`config.mk`:
```
export PLATFORM = sky130hd
export DESIGN_NAME = writeback_unit_flat
export DESIGN_NICKNAME = d
export VERILOG_FILES = /design/src/rtl/rv_pkg.sv /design/src/rtl/writeback_unit_if.sv /design/src/rtl/writeback_unit_load_align.sv /design/src/rtl/writeback_unit.sv /design/src/flat_wrapper.sv
export SDC_FILE = /design/constraint.sdc
export NUM_CORES = 1
export LEC_CHECK = 0
export ABC_CLOCK_PERIOD_IN_PS = 1970
export BUFFER_PORTS_ARGS = -buffer_cell sky130_fd_sc_hd__buf_2
export CAP_MARGIN = 0
export CELL_PAD_IN_SITES_DETAIL_PLACEMENT = 0
export CELL_PAD_IN_SITES_GLOBAL_PLACEMENT = 2
export CORE_ASPECT_RATIO = 0.8
export CORE_MARGIN = 2
export CORE_UTILIZATION = 28
export CTS_BUF_LIST = sky130_fd_sc_hd__clkbuf_4 sky130_fd_sc_hd__clkbuf_8
export CTS_CLUSTER_DIAMETER = 150
export CTS_CLUSTER_SIZE = 25
export DETAILED_ROUTE_END_ITERATION = 7
export PLACE_DENSITY = 0.89
export SYNTH_ARGS = -nofsm -noshare
export SYNTH_HDL_FRONTEND = slang
export SYNTH_SLANG_ARGS = --single-unit
```
`constraint.sdc`:
```
create_clock -name clk -period 1.97 [get_ports clk]
set_input_delay 0.394 -clock clk [delete_from_list [all_inputs] [get_ports clk]]
set_output_delay 0.394 -clock clk [all_outputs]
set_load 0.005 [all_outputs]
```
`src/rtl/rv_pkg.sv`:
```
// Shared RV32I constants for the writeback stage: widths, load funct3 codes
// and the per-cycle write-port grant type.
package rv_pkg;

  localparam int unsigned XLEN       = 32;
  localparam int unsigned REG_ADDR_W = 5;

  localparam logic [2:0] F3_LB  = 3'b000;
  localparam logic [2:0] F3_LH  = 3'b001;
  localparam logic [2:0] F3_LW  = 3'b010;
  localparam logic [2:0] F3_LBU = 3'b100;
  localparam logic [2:0] F3_LHU = 3'b101;

  typedef enum logic [1:0] {
    GNT_NONE,
    GNT_LD,
    GNT_ALU
  } grant_e;

endpackage

```
`src/rtl/writeback_unit_if.sv`:
```
// Writeback-stage bus: load issue, ALU and load-response handshakes,
// register-file write port and the pending-load scoreboard.
interface writeback_unit_if;
  import rv_pkg::*;

  logic                  ld_issue;
  logic [REG_ADDR_W-1:0] ld_issue_rd;

  logic                  alu_valid;
  logic                  alu_ready;
  logic [REG_ADDR_W-1:0] alu_rd;
  logic [XLEN-1:0]       alu_result;

  logic                  ld_valid;
  logic                  ld_ready;
  logic [REG_ADDR_W-1:0] ld_rd;
  logic [2:0]            ld_funct3;
  logic [1:0]            ld_addr_lo;
  logic [XLEN-1:0]       ld_rdata;

  logic                  we;
  logic [REG_ADDR_W-1:0] rd;
  logic [XLEN-1:0]       wd;
  logic [XLEN-1:0]       busy;

  modport master (
    output ld_issue, ld_issue_rd,
    output alu_valid, alu_rd, alu_result,
    output ld_valid, ld_rd, ld_funct3, ld_addr_lo, ld_rdata,
    input  alu_ready, ld_ready,
    input  we, rd, wd, busy
  );

  modport slave (
    input  ld_issue, ld_issue_rd,
    input  alu_valid, alu_rd, alu_result,
    input  ld_valid, ld_rd, ld_funct3, ld_addr_lo, ld_rdata,
    output alu_ready, ld_ready,
    output we, rd, wd, busy
  );

endinterface

```
`src/rtl/writeback_unit_load_align.sv`:
```
// Load data alignment: shifts the raw memory word down by the byte offset,
// then sign- or zero-extends according to the load type.
module load_align
  import rv_pkg::*;
(
  input  logic [2:0]      i_funct3,
  input  logic [1:0]      i_addr_lo,
  input  logic [XLEN-1:0] i_rdata,
  output logic [XLEN-1:0] o_data
);

  logic [XLEN-1:0] w_shift;

  always_comb begin
    // Logical shift: bytes vacated by a misaligned access read as zero.
    w_shift = i_rdata >> {i_addr_lo, 3'b000};
    o_data  = w_shift;
    case (i_funct3)
      F3_LB:   o_data = {{24{w_shift[7]}}, w_shift[7:0]};
      F3_LBU:  o_data = {24'h000000, w_shift[7:0]};
      F3_LH:   o_data = {{16{w_shift[15]}}, w_shift[15:0]};
      F3_LHU:  o_data = {16'h0000, w_shift[15:0]};
      F3_LW:   o_data = w_shift;
      default: o_data = w_shift;
    endcase
  end

endmodule

```
`src/rtl/writeback_unit.sv`:
```
// Writeback stage: arbitrates ALU results and load responses onto one
// registered register-file write per cycle, with a pending-load scoreboard.
module writeback_unit
  import rv_pkg::*;
#(
  parameter int unsigned STARVE_LIMIT = 4
) (
  input  logic             clk,
  input  logic             rst_n,
  writeback_unit_if.slave  bus
);

  localparam int unsigned CNT_W = 4;
  localparam logic [CNT_W-1:0] LIMIT = CNT_W'(STARVE_LIMIT);

  logic [CNT_W-1:0]      r_starve_cnt;
  logic [XLEN-1:0]       r_busy;
  logic                  r_we;
  logic [REG_ADDR_W-1:0] r_rd;
  logic [XLEN-1:0]       r_wd;

  grant_e                w_grant;
  logic                  w_alu_unblocked;
  logic                  w_alu_force;
  logic [XLEN-1:0]       w_ld_data;
  logic [XLEN-1:0]       w_busy_next;
  logic [REG_ADDR_W-1:0] w_rd_next;
  logic [XLEN-1:0]       w_wd_next;

  load_align u_load_align (
    .i_funct3  (bus.ld_funct3),
    .i_addr_lo (bus.ld_addr_lo),
    .i_rdata   (bus.ld_rdata),
    .o_data    (w_ld_data)
  );

  always_comb begin
    w_alu_unblocked = !r_busy[bus.alu_rd];
    w_alu_force     = bus.alu_valid && w_alu_unblocked && (r_starve_cnt == LIMIT);
    w_grant         = GNT_NONE;
    if (bus.ld_valid && !w_alu_force)
      w_grant = GNT_LD;
    else if (bus.alu_valid && w_alu_unblocked)
      w_grant = GNT_ALU;
  end

  assign bus.ld_ready  = (w_grant == GNT_LD);
  assign bus.alu_ready = (w_grant == GNT_ALU);

  always_comb begin
    w_rd_next = bus.alu_rd;
    w_wd_next = bus.alu_result;
    if (w_grant == GNT_LD) begin
      w_rd_next = bus.ld_rd;
      w_wd_next = w_ld_data;
    end
  end

  // Clear before set so a same-cycle issue to the retiring register stays pending.
  always_comb begin
    w_busy_next = r_busy;
    if (w_grant == GNT_LD)
      w_busy_next[bus.ld_rd] = 1'b0;
    if (bus.ld_issue)
      w_busy_next[bus.ld_issue_rd] = 1'b1;
    w_busy_next[0] = 1'b0;
  end

  always_ff @(posedge clk or negedge rst_n) begin
    if (!rst_n) begin
      r_busy <= '0;
    end else begin
      r_busy <= w_busy_next;
    end
  end

  always_ff @(posedge clk or negedge rst_n) begin
    if (!rst_n) begin
      r_starve_cnt <= '0;
    end else if (!bus.alu_valid || (w_grant == GNT_ALU)) begin
      r_starve_cnt <= '0;
    end else if ((w_grant == GNT_LD) && w_alu_unblocked && (r_starve_cnt != LIMIT)) begin
      r_starve_cnt <= r_starve_cnt + 1'b1;
    end
  end

  always_ff @(posedge clk or negedge rst_n) begin
    if (!rst_n) begin
      r_we <= 1'b0;
      r_rd <= '0;
      r_wd <= '0;
    end else if (w_grant != GNT_NONE) begin
      r_we <= (w_rd_next != '0);
      r_rd <= w_rd_next;
      r_wd <= w_wd_next;
    end else begin
      r_we <= 1'b0;
    end
  end

  assign bus.we   = r_we;
  assign bus.rd   = r_rd;
  assign bus.wd   = r_wd;
  assign bus.busy = r_busy;

endmodule

```
`src/flat_wrapper.sv`:
```
// flat-port wrapper written by rule: the top's interface ports become plain ports
module writeback_unit_flat import rv_pkg::*;
#(
  parameter int unsigned STARVE_LIMIT = 4
)
  (clk, rst_n, bus_ld_issue, bus_ld_issue_rd, bus_alu_valid, bus_alu_rd, bus_alu_result, bus_ld_valid, bus_ld_rd, bus_ld_funct3, bus_ld_addr_lo, bus_ld_rdata, bus_alu_ready, bus_ld_ready, bus_we, bus_rd, bus_wd, bus_busy);
  writeback_unit_if bus_i ();
  input  logic clk;
  input  logic rst_n;
  input wire logic [$bits(bus_i.ld_issue)-1:0] bus_ld_issue;
  input wire logic [$bits(bus_i.ld_issue_rd)-1:0] bus_ld_issue_rd;
  input wire logic [$bits(bus_i.alu_valid)-1:0] bus_alu_valid;
  input wire logic [$bits(bus_i.alu_rd)-1:0] bus_alu_rd;
  input wire logic [$bits(bus_i.alu_result)-1:0] bus_alu_result;
  input wire logic [$bits(bus_i.ld_valid)-1:0] bus_ld_valid;
  input wire logic [$bits(bus_i.ld_rd)-1:0] bus_ld_rd;
  input wire logic [$bits(bus_i.ld_funct3)-1:0] bus_ld_funct3;
  input wire logic [$bits(bus_i.ld_addr_lo)-1:0] bus_ld_addr_lo;
  input wire logic [$bits(bus_i.ld_rdata)-1:0] bus_ld_rdata;
  output wire logic [$bits(bus_i.alu_ready)-1:0] bus_alu_ready;
  output wire logic [$bits(bus_i.ld_ready)-1:0] bus_ld_ready;
  output wire logic [$bits(bus_i.we)-1:0] bus_we;
  output wire logic [$bits(bus_i.rd)-1:0] bus_rd;
  output wire logic [$bits(bus_i.wd)-1:0] bus_wd;
  output wire logic [$bits(bus_i.busy)-1:0] bus_busy;
  assign bus_i.ld_issue = bus_ld_issue;
  assign bus_i.ld_issue_rd = bus_ld_issue_rd;
  assign bus_i.alu_valid = bus_alu_valid;
  assign bus_i.alu_rd = bus_alu_rd;
  assign bus_i.alu_result = bus_alu_result;
  assign bus_i.ld_valid = bus_ld_valid;
  assign bus_i.ld_rd = bus_ld_rd;
  assign bus_i.ld_funct3 = bus_ld_funct3;
  assign bus_i.ld_addr_lo = bus_ld_addr_lo;
  assign bus_i.ld_rdata = bus_ld_rdata;
  assign bus_alu_ready = bus_i.alu_ready;
  assign bus_ld_ready = bus_i.ld_ready;
  assign bus_we = bus_i.we;
  assign bus_rd = bus_i.rd;
  assign bus_wd = bus_i.wd;
  assign bus_busy = bus_i.busy;
  writeback_unit #(.STARVE_LIMIT(STARVE_LIMIT)) u_core (.clk(clk), .rst_n(rst_n), .bus(bus_i));
endmodule
```
Word-level counts from Yosys, hierarchy flattened

Index checks and enable logic that the tools add are counted.

Register bits: 73
Latch bits: 0
Memory bits (writable): 0
Memory bits (read-only): 0
Memories: 0

Add/subtract/negate cells: 1
$mul: 0
Div/mod/pow operators: 0
Magnitude comparators: 5
Equality and inequality tests: 7
Shifts and indexed selects: 1
Muxes and demuxes: 16
Bitwise logic cells: 3
Reductions and logical operators: 15

Operator list:

| kind                  | count |
|---|---|
| $pmux W32 S4          | 1 |
| $mux W32              | 3 |
| $and A32 B32 Y32      | 1 |
| $not A32 Y32          | 1 |
| $or A32 B32 Y32       | 1 |
| $shr A32 B5 Y32       | 1 |
| $lt A5 B6 Y1 const B  | 3 |
| $demux W1 S5          | 2 |
| $ge A5 B1 Y1 const B  | 2 |
| $mux W4               | 2 |
| $logic_and A1 B1 Y1   | 7 |
| $eq A3 B3 Y1 const B  | 2 |
| $bmux W1 S5           | 1 |
| $mux W5               | 1 |
| $reduce_bool A5 Y1    | 1 |
| $add A4 B1 Y4 const B | 1 |
| $eq A4 B3 Y1 const B  | 1 |
| $mux W1               | 4 |
| $mux W2               | 2 |
| $ne A4 B3 Y1 const B  | 1 |
| $reduce_bool A2 Y1    | 2 |
| $eq A3 B1 Y1 const B  | 1 |
| $logic_not A1 Y1      | 3 |
| $logic_not A3 Y1      | 1 |
| other kinds (3)       | 3 |

Logic depth before layout (Yosys ltp)

Gate-level depths: netlist of run 1.

Word-level depth: 13
Mapped depth: 10
Depth with buffers taken out: 7

By module

From an unflattened synthesis of run 1, not the netlist that was laid out.

Cells, all modules: 568
Area, all modules: 5054.8 sq um

Modules (own cells, without submodules):

| module         | instances | cells each | area each (sq um) | sequential area each (sq um) |
|---|---|---|---|---|
| writeback_unit | 1         | 461        | 4360.4            | 1826.8 |
| load_align     | 1         | 107        | 694.4             | 0.0 |

Worst setup path after synthesis of run 1

OpenSTA, ideal clock, no wires.

Path type: input to output
Start point: input bus_alu_rd[1]
End point: output bus_alu_ready
Data arrival time: 1657 ps
Path slack: -81 ps
Cell stages on the path: 9
Buffers on the path: 3
Cell sequence: buf_6 > buf_8 > mux2i_1 > a22oi_1 > nand3_1 > and4_1 > buf_2 > nand3_1 > inv_1

Cells in the longest elaborated chain, start to end: 9

RTL lines:

| what                            | RTL line                                   | RTL |
|---|---|---|
| from (decl)                     | flat_wrapper.sv:13                         | `input wire logic [$bits(bus_i.alu_rd)-1:0] bus_alu_rd;` |
| $bmux W1 S5 *                   | writeback_unit.sv:38                       | `w_alu_unblocked = !r_busy[bus.alu_rd];` |
| $mux W1 (not written as such) * | writeback_unit.sv:38                       |  |
| $logic_not A1 Y1 *              | writeback_unit.sv:38                       |  |
| $logic_and A1 B1 Y1 *           | writeback_unit.sv:39, writeback_unit.sv:43 |  |
| $logic_and A1 B1 Y1             | writeback_unit.sv:39                       | `w_alu_force = bus.alu_valid && w_alu_unblocked && (r_starve_cnt == LIMIT);` |
| $logic_not A1 Y1                | writeback_unit.sv:41                       | `if (bus.ld_valid && !w_alu_force)` |
| $logic_and A1 B1 Y1             | writeback_unit.sv:41                       |  |
| $mux W2 *                       | writeback_unit.sv:41                       |  |
| $eq A2 B2 Y1 *                  | writeback_unit.sv:48                       | `assign bus.alu_ready = (w_grant == GNT_ALU);` |
| to (decl)                       | flat_wrapper.sv:20                         | `output wire logic [$bits(bus_i.alu_ready)-1:0] bus_alu_ready;` |

Mark *: on every way between the ends. The rest lies on a longest branch, timed or not. The select of a mux whose other input is x is not followed.

Final worst setup path of run 1

Start point: register u_core.r_busy[1] (netlist: u_core.bus.busy[1])
End point: output bus_alu_ready

Cells in the longest elaborated chain, start to end: 9

RTL lines:

| what                            | RTL line                                   | RTL |
|---|---|---|
| from (decl)                     | writeback_unit.sv:17                       | `logic [XLEN-1:0] r_busy;` |
| from (signal assigned)          | writeback_unit.sv:73                       | `r_busy <= w_busy_next;` |
| $bmux W1 S5 *                   | writeback_unit.sv:38                       |  |
| $mux W1 (not written as such) * | writeback_unit.sv:38                       |  |
| $logic_not A1 Y1 *              | writeback_unit.sv:38                       |  |
| $logic_and A1 B1 Y1 *           | writeback_unit.sv:39, writeback_unit.sv:43 |  |
| $logic_and A1 B1 Y1             | writeback_unit.sv:39                       |  |
| $logic_not A1 Y1                | writeback_unit.sv:41                       |  |
| $logic_and A1 B1 Y1             | writeback_unit.sv:41                       |  |
| $mux W2 *                       | writeback_unit.sv:41                       |  |
| $eq A2 B2 Y1 *                  | writeback_unit.sv:48                       |  |

Marks and branches as above.

==> results of run 1 <==
power by group through the flow:
stage               logic [mW]  clock network (mW)  registers [mW]
floorplan                0.844                   0            1.98
global placement          1.65                   0            2.03
detailed placement        1.66                   0            2.01
CTS                       1.71                1.35            1.99
global route              2.12                1.40            2.02
finish                    1.95                1.31            1.99
layer usage:
metal	part of all wire (%)	vias up	global-route usage [%]
met1	49	2718	30.43
met4	1.4	0	5.343
met3	6.7	19	3.957
met2	43	207	25.58
met5	0	-	0
li1	-	2705	-
worst max-delay path, cell delays in order (launching register included):
cell and delay, ns:
dfrtp_1 0.40, mux2i_2 0.24, a21oi_2 0.09, o211ai_2 0.22, and4_4 0.28, nand3_4 0.08, inv_2 0.07, buf_6 0.08
cell type report:
| class | count | area (um2) | area share [%] |
|---|---|---|---|
| Antenna cell | 1 | 2.502 | 0.03454 |
| Clock buffer | 9 | 123.9 | 1.710 |
| Clock inverter | 7 | 83.83 | 1.157 |
| Inverter | 7 | 28.78 | 0.3972 |
| Multi-Input combinational cell | 465 | 3178 | 43.86 |
| Sequential cell | 73 | 1827 | 25.21 |
| Tap cell | 230 | 287.8 | 3.972 |
| Timing Repair Buffer | 248 | 1714 | 23.66 |
what timing repair did:
| action | in CTS | in global routing |
|---|---|---|
| gates resized for setup | 15 | 44 |
| hold buffers | 1 | 0 |
| cloned | 0 | 6 |
| hold endpoints to repair | 26 | 0 |
| endpoints found under the setup margin | 44 | 73 |
| pin swaps | 8 | 14 |
| buffers inserted | 4 | 6 |
metrics by stage:
step	area (um2)	TNS [ns]	utilization [%]
6_report	7246	-3.342	39.88
5_1_grt	7243	-7.335	39.87
4_1_cts	6868	-2.517	37.80
3_5_place_dp	6573	-17.06	36.18
3_3_place_gp	6573	-19.13	36.18
2_1_floorplan	5235	-0.5929	-
flip-flops by register name, summed over array words and instances, names as in the netlist:
register,count
u_core.bus.wd,32
u_core.bus.busy,31
u_core.bus.rd,5
u_core.r_starve_cnt,4
u_core.bus.we,1
logic make-up after synthesis:
logic type               after synthesis  share of synthesized area (%)
AO/OA/AOI/OAI                        201                          28.25
adder cells (fa/ha/maj)                2                         0.4807
buffers and inverters                 76                          6.851
flip-flops                            73                          35.10
multiplexers                          51                          9.832
other                                  1                        0.07205
AND/OR/NAND/NOR                      210                          19.42
worst paths after layout:
check	end	startpoint	cells after the start	slack (ns)
setup reg to reg	u_core.bus.wd[16]	u_core.bus.busy[1]	9	-0.18
max in group asynchronous	u_core.bus.wd[2]	rst_n	3	0.80
setup / recovery	bus_alu_ready	u_core.bus.busy[1]	7	-0.27
hold reg to reg	u_core.r_starve_cnt[1]	u_core.r_starve_cnt[1]	2	0.58
min in group asynchronous	u_core.bus.we	rst_n	2	0.57
hold / removal	u_core.bus.rd[0]	bus_ld_rd[0]	2	0.36
placed cells by master (no fill, tap or decap), types with 16 or more instances in the layout:
master	instances
mux2i_1	49
buf_4	60
a211oi_1	19
a21oi_1	59
a41oi_1	19
o211ai_1	16
o32a_1	16
dfrtp_1	73
buf_2	156
nand2_1	66
nor2_1	63
buf_6	16
and3_1	19
==> impl_metrics.prom, run 1 <==
# TYPE chip_impl_metric gauge
chip_impl_metric{name="power_leakage",unit="nW"} 3.196
chip_impl_info{name="yosys.area.top_type",value="dfrtp_1"} 1
chip_impl_metric{name="io_pins",unit=""} 161
chip_impl_metric{name="synthCells",unit=""} 614
chip_impl_metric{name="synth_top_cell_area_share",unit="%"} 35.10
chip_impl_metric{name="ys_types",unit=""} 50
chip_impl_metric{name="grt.total_usage",unit="%"} 19.14
chip_impl_metric{name="dr_drc_count",unit=""} 0
chip_impl_metric{name="fmax",unit="MHz"} 446.3
chip_impl_metric{name="wire_per_inst",unit="um"} 19.14
chip_impl_metric{name="sequentialPowerShare",unit="%"} 37.9
chip_impl_metric{name="antenna_found_initial",unit=""} 0
chip_impl_metric{name="period_minus_slack",unit="ns"} 2.240
chip_impl_info{name="root_buffer",value="clkbuf_8"} 1
chip_impl_metric{name="share_comb_of_total_power",unit="%"} 37.2
chip_impl_metric{name="core_area",unit="um2"} 18170
chip_impl_metric{name="final.setup_skew",unit="ns"} 0.01294
chip_impl_metric{name="syn-mean-instance-area",unit="um2"} 8.477
chip_impl_metric{name="share_clk_of_total_power",unit="%"} 24.9
chip_impl_metric{name="cts.sinks",unit=""} 73
chip_impl_metric{name="final_net_count",unit=""} 895
chip_impl_metric{name="flow.area_growth_from_synthesis",unit="%"} 39.21
chip_impl_info{name="ys_dominant_reg_cell",value="dfrtp_1"} 1
chip_impl_metric{name="route.vias.total",unit=""} 5649
chip_impl_metric{name="maximum_number_of_pins_on_one_net_before_global_route_repair",unit=""} 39
chip_impl_info{name="timing.critical_path.to_type",value="primary output"} 1
chip_impl_info{name="synth_area_leaders",value="dfrtp_1 35%, mux2i_1 9.6%, a21oi_1 5.9%"} 1
chip_impl_metric{name="initial_utilization",unit="%"} 28.65
chip_impl_metric{name="net-switching-power",unit="mW"} 1.888
chip_impl_metric{name="fin_worst_hold_slack",unit="ns"} 0.3609
chip_impl_metric{name="clk_path_buf_depth",unit=""} 2
chip_impl_metric{name="yosysWarnings",unit=""} 0
chip_impl_metric{name="timing.final.ws_setup",unit="ns"} -0.2704
chip_impl_metric{name="power",unit="mW"} 5.253
chip_impl_metric{name="timing.slew.headroom",unit="%"} 54.34
chip_impl_metric{name="fin_crit_sh",unit="%"} 113.7
chip_impl_info{name="yosys-top-cells-count",value="73 x dfrtp_1, 66 x nand2_1, 63 x nor2_1"} 1
chip_impl_info{name="most_common_cell_in_the_synthesized_netlist",value="dfrtp_1"} 1
chip_impl_info{name="crit_path_start_kind",value="register"} 1
chip_impl_metric{name="dieHeight",unit="um"} 126.0
chip_impl_metric{name="async_reset_ff_share",unit="%"} 100.0
chip_impl_metric{name="power.density",unit="nW/um2"} 725.0
chip_impl_metric{name="drt-total-wl",unit="um"} 19900
chip_impl_info{name="violated_checks",value="negative setup slack"} 1
chip_impl_metric{name="final-max-slew-violation-count",unit=""} 0
chip_impl_metric{name="cts_htree_levels",unit=""} 3
chip_impl_metric{name="design.die.area",unit="um2"} 19700
chip_impl_metric{name="numCtsBuffers",unit=""} 9
chip_impl_metric{name="grt_pass1_wl",unit="um"} 29570
chip_impl_metric{name="cp_max_fo",unit=""} 2
chip_impl_metric{name="io_buffers",unit=""} 159
chip_impl_metric{name="finalWeightedCongestion",unit=""} 0.8846
chip_impl_metric{name="internal-power",unit="mW"} 3.366
chip_impl_metric{name="netSwitchingFraction",unit="%"} 35.93
chip_impl_metric{name="clock_insertion_delay_worst_skew",unit="ns"} 0.37
chip_impl_metric{name="finalSetupViolCount",unit=""} 35
chip_impl_metric{name="synthesis.area",unit="um2"} 5205
chip_impl_info{name="rsz0062_at_grt",value="yes"} 1
chip_impl_metric{name="placedCellCount",unit=""} 1006
chip_impl_metric{name="syn_nets",unit=""} 705
chip_impl_metric{name="clk_pin_slew",unit="ns"} 0.10
chip_impl_info{name="run_status",value="complete, but fails checks"} 1
chip_impl_metric{name="worst-endpoint-arrival",unit="ns"} 1.85
chip_impl_info{name="worstSetupPathType",value="register to primary output"} 1
chip_impl_metric{name="place_ws",unit="ns"} -0.3647
chip_impl_metric{name="nFillCells",unit=""} 1865
chip_impl_metric{name="max_slew.worst_pin.slew",unit="ns"} 0.6834
chip_impl_metric{name="fraction_of_final_layout_cells_sized_beyond_drive_strength_1",unit="%"} 36.71
chip_impl_metric{name="synth.ff_latch_count",unit=""} 73
chip_impl_metric{name="drv_cap",unit=""} 0
chip_impl_metric{name="drt-vias-per-instance",unit=""} 5.432
chip_impl_metric{name="worst_vdd_drop",unit="V"} 0.0004128
chip_impl_metric{name="fp-row-count",unit=""} 44
chip_impl_metric{name="hold_viol_final",unit=""} 0
chip_impl_info{name="worst_hold_path_type",value="input pin to register"} 1
chip_impl_metric{name="dieWidth",unit="um"} 156.4
chip_impl_metric{name="drt_pass1_iterations",unit=""} 4
chip_impl_metric{name="final_cell_count_no_fill",unit=""} 1040
chip_impl_metric{name="ys_seq_area_share",unit="%"} 35.10
chip_impl_metric{name="global_route.overflow_total",unit=""} 0
chip_impl_info{name="cts_tree",value="yes"} 1
chip_impl_metric{name="first_iter_violations",unit=""} 403
chip_impl_metric{name="drt.antenna.violating_nets",unit=""} 0
chip_impl_metric{name="number_of_enable_flip_flop_cells_after_synthesis",unit=""} 0
chip_impl_metric{name="grt_pass1_vias",unit=""} 5036
chip_impl_metric{name="worst_ep_required_time",unit="ns"} 1.58
chip_impl_metric{name="hpwlAfterDp",unit="um"} 14010
No activity file was read; power rests on OpenSTA's default activity.
==> run 2, diff against run 1 <==
Settings changed: RECOVER_POWER set to 100.
==> impl_metrics.prom, run 2 (synthesis results as in run 1) <==
# TYPE chip_impl_metric gauge
chip_impl_metric{name="finalWeightedCongestion",unit=""} 0.8846
chip_impl_metric{name="max_slew.worst_pin.slew",unit="ns"} 1.027
chip_impl_metric{name="drt_pass1_iterations",unit=""} 5
chip_impl_metric{name="global_route.overflow_total",unit=""} 0
chip_impl_info{name="worst_r2r_endpoint",value="u_core.bus.wd[16]"} 1
chip_impl_metric{name="wire_per_inst",unit="um"} 19.19
chip_impl_info{name="run_status",value="complete, but fails checks"} 1
chip_impl_metric{name="cp_max_fo",unit=""} 2
chip_impl_metric{name="fraction_of_final_layout_cells_sized_beyond_drive_strength_1",unit="%"} 33.25
chip_impl_metric{name="drv_cap",unit=""} 0
chip_impl_metric{name="nFillCells",unit=""} 1879
chip_impl_metric{name="clock_insertion_delay_worst_skew",unit="ns"} 0.37
chip_impl_metric{name="net-switching-power",unit="mW"} 1.891
chip_impl_metric{name="final-max-slew-violation-count",unit=""} 0
chip_impl_metric{name="fin_crit_sh",unit="%"} 113.7
chip_impl_metric{name="sequentialPowerShare",unit="%"} 38.2
chip_impl_metric{name="final_cell_count_no_fill",unit=""} 1040
chip_impl_metric{name="first_iter_violations",unit=""} 426
chip_impl_info{name="crit_path_start_kind",value="register"} 1
chip_impl_metric{name="period_minus_slack",unit="ns"} 2.239
chip_impl_metric{name="worst_ep_required_time",unit="ns"} 1.58
chip_impl_metric{name="finalSetupViolCount",unit=""} 36
chip_impl_metric{name="share_clk_of_total_power",unit="%"} 25.1
chip_impl_metric{name="worst-endpoint-arrival",unit="ns"} 1.84
chip_impl_metric{name="power_leakage",unit="nW"} 3.105
chip_impl_metric{name="fin_worst_hold_slack",unit="ns"} 0.3614
chip_impl_metric{name="dr_drc_count",unit=""} 0
chip_impl_metric{name="post-route-util",unit="%"} 39.57
chip_impl_metric{name="fp-row-count",unit=""} 44
chip_impl_metric{name="r2r.worst_path.cells",unit=""} 9
chip_impl_metric{name="fin_setup_tns",unit="ns"} -3.433
chip_impl_metric{name="final.setup_skew",unit="ns"} 0.01313
chip_impl_metric{name="grt_pass1_wl",unit="um"} 29570
chip_impl_info{name="timing.critical_path.to_type",value="primary output"} 1
chip_impl_metric{name="dieHeight",unit="um"} 126.0
chip_impl_metric{name="timing.slew.headroom",unit="%"} 31.50
chip_impl_info{name="worstSetupPathType",value="register to primary output"} 1
chip_impl_metric{name="drt-vias-per-instance",unit=""} 5.444
chip_impl_metric{name="maximum_number_of_pins_on_one_net_before_global_route_repair",unit=""} 39
chip_impl_metric{name="core_area",unit="um2"} 18170
chip_impl_metric{name="initial_utilization",unit="%"} 28.65
chip_impl_metric{name="cts.sinks",unit=""} 73
chip_impl_metric{name="route.vias.total",unit=""} 5662
chip_impl_metric{name="worst_vdd_drop",unit="V"} 0.0004093
chip_impl_info{name="mostFrequentLayoutCell",value="buf_2"} 1
chip_impl_metric{name="flow.area_growth_from_synthesis",unit="%"} 38.10
chip_impl_metric{name="internal_reg_to_reg_setup_slack",unit="ns"} -0.19
chip_impl_metric{name="fmax",unit="MHz"} 446.6
chip_impl_info{name="critical_path.reg2reg.startpoint",value="u_core.bus.busy[1]"} 1
chip_impl_metric{name="final_net_count",unit=""} 895
chip_impl_metric{name="largest_register_ff_count",unit=""} 32
chip_impl_info{name="cts_tree",value="yes"} 1
chip_impl_info{name="root_buffer",value="clkbuf_8"} 1
chip_impl_metric{name="hpwlAfterDp",unit="um"} 14010
chip_impl_metric{name="drt-total-wl",unit="um"} 19960
chip_impl_metric{name="grt_pass1_vias",unit=""} 5036
chip_impl_metric{name="numCtsBuffers",unit=""} 9
chip_impl_metric{name="placedCellCount",unit=""} 1006
chip_impl_metric{name="netSwitchingFraction",unit="%"} 36.24
chip_impl_info{name="violated_checks",value="negative setup slack"} 1
chip_impl_metric{name="cts_htree_levels",unit=""} 3
chip_impl_metric{name="clk_pin_slew",unit="ns"} 0.10
chip_impl_info{name="layout.cells.most_common_list",value="130 x buf_2, 73 x dfrtp_1, 66 x nand2_1, 63 x nor2_1, 59 x a21oi_1"} 1
chip_impl_metric{name="internal-power",unit="mW"} 3.327
chip_impl_metric{name="dieWidth",unit="um"} 156.4
chip_impl_metric{name="grt.total_usage",unit="%"} 19.14
chip_impl_info{name="rsz0062_at_grt",value="yes"} 1
chip_impl_metric{name="io_buffers",unit=""} 159
chip_impl_metric{name="place_ws",unit="ns"} -0.3647
chip_impl_metric{name="io_pins",unit=""} 161
chip_impl_info{name="worst_hold_path_type",value="input pin to register"} 1
chip_impl_metric{name="hold_viol_final",unit=""} 0
chip_impl_info{name="timing.critical_path.from",value="u_core.bus.busy[1]"} 1
chip_impl_metric{name="drt.antenna.violating_nets",unit=""} 0
chip_impl_info{name="cp-endpoint",value="bus_alu_ready"} 1
chip_impl_metric{name="design.die.area",unit="um2"} 19700
chip_impl_metric{name="clk_path_buf_depth",unit=""} 2
chip_impl_metric{name="timing.final.ws_setup",unit="ns"} -0.2690
chip_impl_metric{name="power.density",unit="nW/um2"} 726.0
chip_impl_metric{name="share_comb_of_total_power",unit="%"} 36.7
chip_impl_metric{name="antenna_found_initial",unit=""} 0
-- run 2: layout make-up --
class / instances / area, um2 / area share [%]
multi-input cells: 465 / 3178 / 44.21
repair buffers: 248 / 1657 / 23.05
inverters: 7 / 28.78 / 0.4003
flip-flops and latches: 73 / 1827 / 25.41
clock buffers: 9 / 123.9 / 1.723
well taps: 230 / 287.8 / 4.003
clock inverters: 7 / 83.83 / 1.166
diodes: 1 / 2.502 / 0.03481
-- run 2: stage by stage --
| stage | area (um2) | total power, mW |
|---|---|---|
| floorplan | 5235 | 2.823 |
| global placement | 6573 | 3.675 |
| detailed placement | 6573 | 3.675 |
| CTS | 6868 | 5.049 |
| global route | 7186 | 5.510 |
| finish | 7188 | 5.219 |
-- run 2: worst max-delay path: stages (launching register included) --
cell and delay (ns):
dfrtp_1 0.40, mux2i_2 0.24, a21oi_2 0.09, o211ai_2 0.22, and4_4 0.28, nand3_4 0.08, inv_2 0.07, buf_6 0.08
-- run 2: worst min path at each step --
stage          cells after the start    startpoint                  end
6_report                           2  bus_ld_rd[0]     u_core.bus.rd[0]
5_1_grt                            2  bus_ld_rd[1]     u_core.bus.rd[1]
4_1_cts                            2  bus_ld_rd[0]     u_core.bus.rd[0]
3_5_place_dp                       1         rst_n  u_core.bus.busy[27]
3_3_place_gp                       1         rst_n  u_core.bus.busy[27]
2_1_floorplan                      0         rst_n  u_core.bus.busy[10]
-- run 2: power by group through the flow --
| stage | registers [mW] | logic (mW) | clock network (mW) |
|---|---|---|---|
| after floorplan | 1.98 | 0.844 | 0 |
| after global placement | 2.03 | 1.65 | 0 |
| after detailed placement | 2.01 | 1.66 | 0 |
| after CTS | 1.99 | 1.71 | 1.35 |
| after global routing | 2.03 | 2.08 | 1.40 |
| final | 1.99 | 1.92 | 1.31 |
-- run 2: routing by layer --
metal	GRT usage, %	routed length (um)	vias up
met4	5.343	290	0
met5	0	0	-
met1	30.43	9733	2712
met3	3.957	1442	19
met2	25.58	8493	223
li1	-	-	2708
-- run 2: timing repair --
| item | in CTS | in global routing |
|---|---|---|
| setup endpoints to repair | 44 | 73 |
| hold endpoints to repair | 26 | 0 |
| cloned | 0 | 6 |
| setup buffers | 4 | 6 |
| resized for setup | 15 | 44 |
| pin swaps | 8 | 14 |
| hold buffers | 1 | 0 |
==> run 3, diff against run 2 <==
Settings changed: PLACE_DENSITY 0.89 to 0.88, SYNTH_HIERARCHICAL set to 1.
==> impl_metrics.prom, run 3 <==
# TYPE chip_impl_metric gauge
chip_impl_info{name="ys_dominant_reg_cell",value="dfrtp_1"} 1
chip_impl_info{name="worst_r2r_endpoint",value="u_core/bus.busy[1]"} 1
chip_impl_info{name="crit_path_start_kind",value="register"} 1
chip_impl_metric{name="clock_insertion_delay_worst_skew",unit="ns"} 0.37
chip_impl_metric{name="route.vias.total",unit=""} 5337
chip_impl_info{name="mostFrequentLayoutCell",value="buf_2"} 1
chip_impl_metric{name="core_area",unit="um2"} 17490
chip_impl_metric{name="dr_drc_count",unit=""} 0
chip_impl_info{name="worstSetupPathType",value="register to primary output"} 1
chip_impl_metric{name="grt_pass1_wl",unit="um"} 27820
chip_impl_metric{name="io_pins",unit=""} 161
chip_impl_metric{name="maximum_number_of_pins_on_one_net_before_global_route_repair",unit=""} 64
chip_impl_metric{name="share_clk_of_total_power",unit="%"} 25.6
chip_impl_metric{name="yosysWarnings",unit=""} 6
chip_impl_info{name="rsz0062_at_grt",value="yes"} 1
chip_impl_metric{name="post_synth_mux_area_share",unit="%"} 13.34
chip_impl_metric{name="cts_htree_levels",unit=""} 3
chip_impl_metric{name="fp-row-count",unit=""} 43
chip_impl_metric{name="internal-power",unit="mW"} 3.251
chip_impl_metric{name="final.setup_skew",unit="ns"} 0.01336
chip_impl_metric{name="synth_top_cell_area_share",unit="%"} 36.14
chip_impl_metric{name="first_iter_violations",unit=""} 375
chip_impl_info{name="root_buffer",value="clkbuf_8"} 1
chip_impl_metric{name="n_antenna_cell",unit=""} 0
chip_impl_metric{name="synthSimpleGateAreaFrac",unit="%"} 18.76
chip_impl_metric{name="power",unit="mW"} 4.844
chip_impl_info{name="yosys-top-cells-count",value="114 x nor2_1, 73 x dfrtp_1, 64 x mux2i_1"} 1
chip_impl_metric{name="drt_pass1_iterations",unit=""} 7
chip_impl_metric{name="dieWidth",unit="um"} 154.2
chip_impl_metric{name="seq_area",unit="um2"} 1827
chip_impl_info{name="synth_area_leaders",value="dfrtp_1 36%, mux2i_1 13%, nor2_1 8.5%"} 1
chip_impl_metric{name="cts.sinks",unit=""} 73
chip_impl_metric{name="dieHeight",unit="um"} 124.2
chip_impl_metric{name="syn_nets",unit=""} 659
chip_impl_metric{name="synthesis.area",unit="um2"} 5055
chip_impl_metric{name="fin_crit_sh",unit="%"} 120.6
chip_impl_info{name="violated_checks",value="negative setup slack"} 1
chip_impl_metric{name="timing.final.ws_setup",unit="ns"} -0.4052
chip_impl_metric{name="clk_path_buf_depth",unit=""} 2
chip_impl_metric{name="fmax",unit="MHz"} 421.0
chip_impl_metric{name="worst-endpoint-arrival",unit="ns"} 1.98
chip_impl_metric{name="final_cell_count_no_fill",unit=""} 1026
chip_impl_metric{name="synth.ff_latch_count",unit=""} 73
chip_impl_metric{name="clk_pin_slew",unit="ns"} 0.08
chip_impl_metric{name="net-switching-power",unit="mW"} 1.593
chip_impl_metric{name="fraction_of_final_layout_cells_sized_beyond_drive_strength_1",unit="%"} 36.58
chip_impl_metric{name="netSwitchingFraction",unit="%"} 32.89
chip_impl_metric{name="timing.slew.headroom",unit="%"} 20.60
chip_impl_metric{name="r2r.worst_path.cells",unit=""} 9
chip_impl_metric{name="sequentialPowerShare",unit="%"} 38.4
chip_impl_metric{name="post-route-util",unit="%"} 41.70
chip_impl_metric{name="ys_types",unit=""} 53
chip_impl_info{name="cp-endpoint",value="bus_alu_ready"} 1
chip_impl_metric{name="power_leakage",unit="nW"} 3.242
chip_impl_metric{name="drt.antenna.violating_nets",unit=""} 0
chip_impl_metric{name="worst_vdd_drop",unit="V"} 0.0003362
chip_impl_metric{name="drt-vias-per-instance",unit=""} 5.202
chip_impl_metric{name="synth_area_in_xor_xnor",unit="%"} 0
chip_impl_metric{name="fin_worst_hold_slack",unit="ns"} 0.3114
chip_impl_info{name="layout.cells.most_common_list",value="124 x buf_2, 113 x nor2_1, 73 x dfrtp_1, 59 x mux2i_1, 50 x buf_4"} 1
chip_impl_info{name="yosys.area.top_type",value="dfrtp_1"} 1
chip_impl_metric{name="power.density",unit="nW/um2"} 664.3
chip_impl_info{name="worstPathCellList",value="mux4_2 -> nand2_2 -> and3_4 -> o41ai_4 -> buf_6 -> nor2_4 -> buf_2"} 1
chip_impl_metric{name="finalSetupViolCount",unit=""} 72
chip_impl_metric{name="io_buffers",unit=""} 159
chip_impl_metric{name="grt.total_usage",unit="%"} 18.98
chip_impl_metric{name="compound_gate_fraction_of_synth_area",unit="%"} 24.98
chip_impl_metric{name="ys_seq_area_share",unit="%"} 36.14
chip_impl_metric{name="flow.area_growth_from_synthesis",unit="%"} 44.26
chip_impl_metric{name="initial_utilization",unit="%"} 28.91
chip_impl_metric{name="global_route.overflow_total",unit=""} 0
chip_impl_metric{name="internal_reg_to_reg_setup_slack",unit="ns"} -0.32
chip_impl_metric{name="grt_pass1_vias",unit=""} 5010
chip_impl_metric{name="placedCellCount",unit=""} 988
chip_impl_metric{name="hold_viol_final",unit=""} 0
chip_impl_metric{name="synthCells",unit=""} 568
chip_impl_metric{name="worst_ep_required_time",unit="ns"} 1.58
chip_impl_metric{name="cp_max_fo",unit=""} 2
chip_impl_info{name="timing.critical_path.from",value="u_core/bus.busy[7]"} 1
chip_impl_metric{name="largest_register_ff_count",unit=""} 32
chip_impl_metric{name="max_slew.worst_pin.slew",unit="ns"} 1.191
chip_impl_info{name="critical_path.slowest_cell",value="mux4_2"} 1
chip_impl_metric{name="async_reset_ff_share",unit="%"} 100.0
chip_impl_metric{name="place_area",unit="um2"} 6590
chip_impl_metric{name="multi_input_area",unit="um2"} 3203
chip_impl_metric{name="share_comb_of_total_power",unit="%"} 36.0
chip_impl_metric{name="final_design_area_no_fill",unit="um2"} 7292
chip_impl_metric{name="final_net_count",unit=""} 887
chip_impl_metric{name="critical_path.max_stage_delay",unit="ns"} 0.50
chip_impl_metric{name="antenna_found_initial",unit=""} 0
chip_impl_metric{name="period_minus_slack",unit="ns"} 2.375
chip_impl_metric{name="number_of_enable_flip_flop_cells_after_synthesis",unit=""} 0
chip_impl_metric{name="syn-mean-instance-area",unit="um2"} 8.899
chip_impl_info{name="critical_path.reg2reg.startpoint",value="u_core/bus.busy[19]"} 1
chip_impl_metric{name="finalWeightedCongestion",unit=""} 0.8698
chip_impl_metric{name="final-max-slew-violation-count",unit=""} 0
chip_impl_metric{name="hpwlAfterDp",unit="um"} 14270
chip_impl_metric{name="wire_per_inst",unit="um"} 19.37
chip_impl_metric{name="drv_cap",unit=""} 0
chip_impl_info{name="timing.critical_path.to_type",value="primary output"} 1
chip_impl_metric{name="nFillCells",unit=""} 1778
chip_impl_info{name="synth_top_family_by_area",value="compound AO/OA/AOI/OAI gates"} 1
chip_impl_info{name="run_status",value="complete, but fails checks"} 1
chip_impl_info{name="cts_tree",value="yes"} 1
chip_impl_metric{name="synth_fa_ha_area_share",unit="%"} 0.4950
chip_impl_info{name="most_common_cell_in_the_synthesized_netlist",value="nor2_1"} 1
chip_impl_metric{name="design.die.area",unit="um2"} 19150
chip_impl_metric{name="numCtsBuffers",unit=""} 9
chip_impl_metric{name="drt-total-wl",unit="um"} 19870
chip_impl_info{name="worst_hold_path_type",value="input pin to register"} 1
[run 3: worst min path at each step]
stage | endpoint | startpoint | slack (ns) | cells after the start
detailed placement | u_core/bus.we | rst_n | 0.31 | 1
finish | u_core/bus.wd[30] | bus_alu_result[30] | 0.31 | 2
floorplan | u_core/bus.busy[10] | rst_n | 0.1 | 0
global placement | u_core/bus.we | rst_n | 0.30 | 1
global route | u_core/bus.wd[1] | bus_alu_result[1] | 0.30 | 2
CTS | u_core/bus.wd[8] | bus_alu_result[8] | 0.29 | 2
[run 3: power groups by stage]
stage / Combinational [mW] / Clock [mW] / Sequential, mW
after global placement: 1.55 / 0 / 1.88
after CTS: 1.60 / 1.28 / 1.86
final: 1.74 / 1.24 / 1.86
after floorplan: 0.714 / 0 / 1.90
after detailed placement: 1.57 / 0 / 1.88
after global routing: 1.88 / 1.32 / 1.89
[run 3: area by class of cell]
cell class                 count  share of cell area [%]
clock buffer                  13                   2.196
clock inverter                 3                  0.5491
inverter                      16                  0.8236
multi-input combinational    436                   43.93
sequential                    73                   25.05
tap                          225                   3.861
timing repair buffer         260                   23.59
[run 3: repair_timing]
item                                   CTS  global route
endpoints found under the hold margin   18             0
pin swaps                                5            52
cloned                                   0             8
setup endpoints to repair               75            75
gates resized for setup                  8            59
buffers inserted                         4            11
hold buffers                             1             0
[run 3: per-layer routing]
metal / track usage [%] / vias to the layer above / wire length (um)
met5: 0 / - / 0
met4: 6.542 / 0 / 325
met3: 3.166 / 22 / 893
met2: 27.75 / 151 / 8989
met1: 28.20 / 2624 / 9662
li1: - / 2540 / -
[run 3: logic make-up (layout without fill, tap and decap cells)]
family                     Yosys count  after routing
muxes                               66             66
and+or+nand+nor                    210            210
buffers and inverters               59            292
adders and majority gates            2              2
DFF                                 73             73
other                                1              1
AOI/OAI and AO/OA                  157            157
[run 3: critical path: cells and delay by family, from the launching register on]
family | cells | cell delay [ns]
compound gates | 1 | 0.09
simple gates | 3 | 0.38
flops | 1 | 0.38
buf+inv | 2 | 0.26
mux | 1 | 0.50
[run 3: through the flow]
step	TNS (ns)	setup slack (ns)
final	-16.68	-0.4052
after global routing	-22.00	-0.4499
after CTS	-18.71	-0.4235
after detailed placement	-51.65	-0.8498
after global placement	-48.12	-0.7397
after floorplan	-10.52	-0.2064
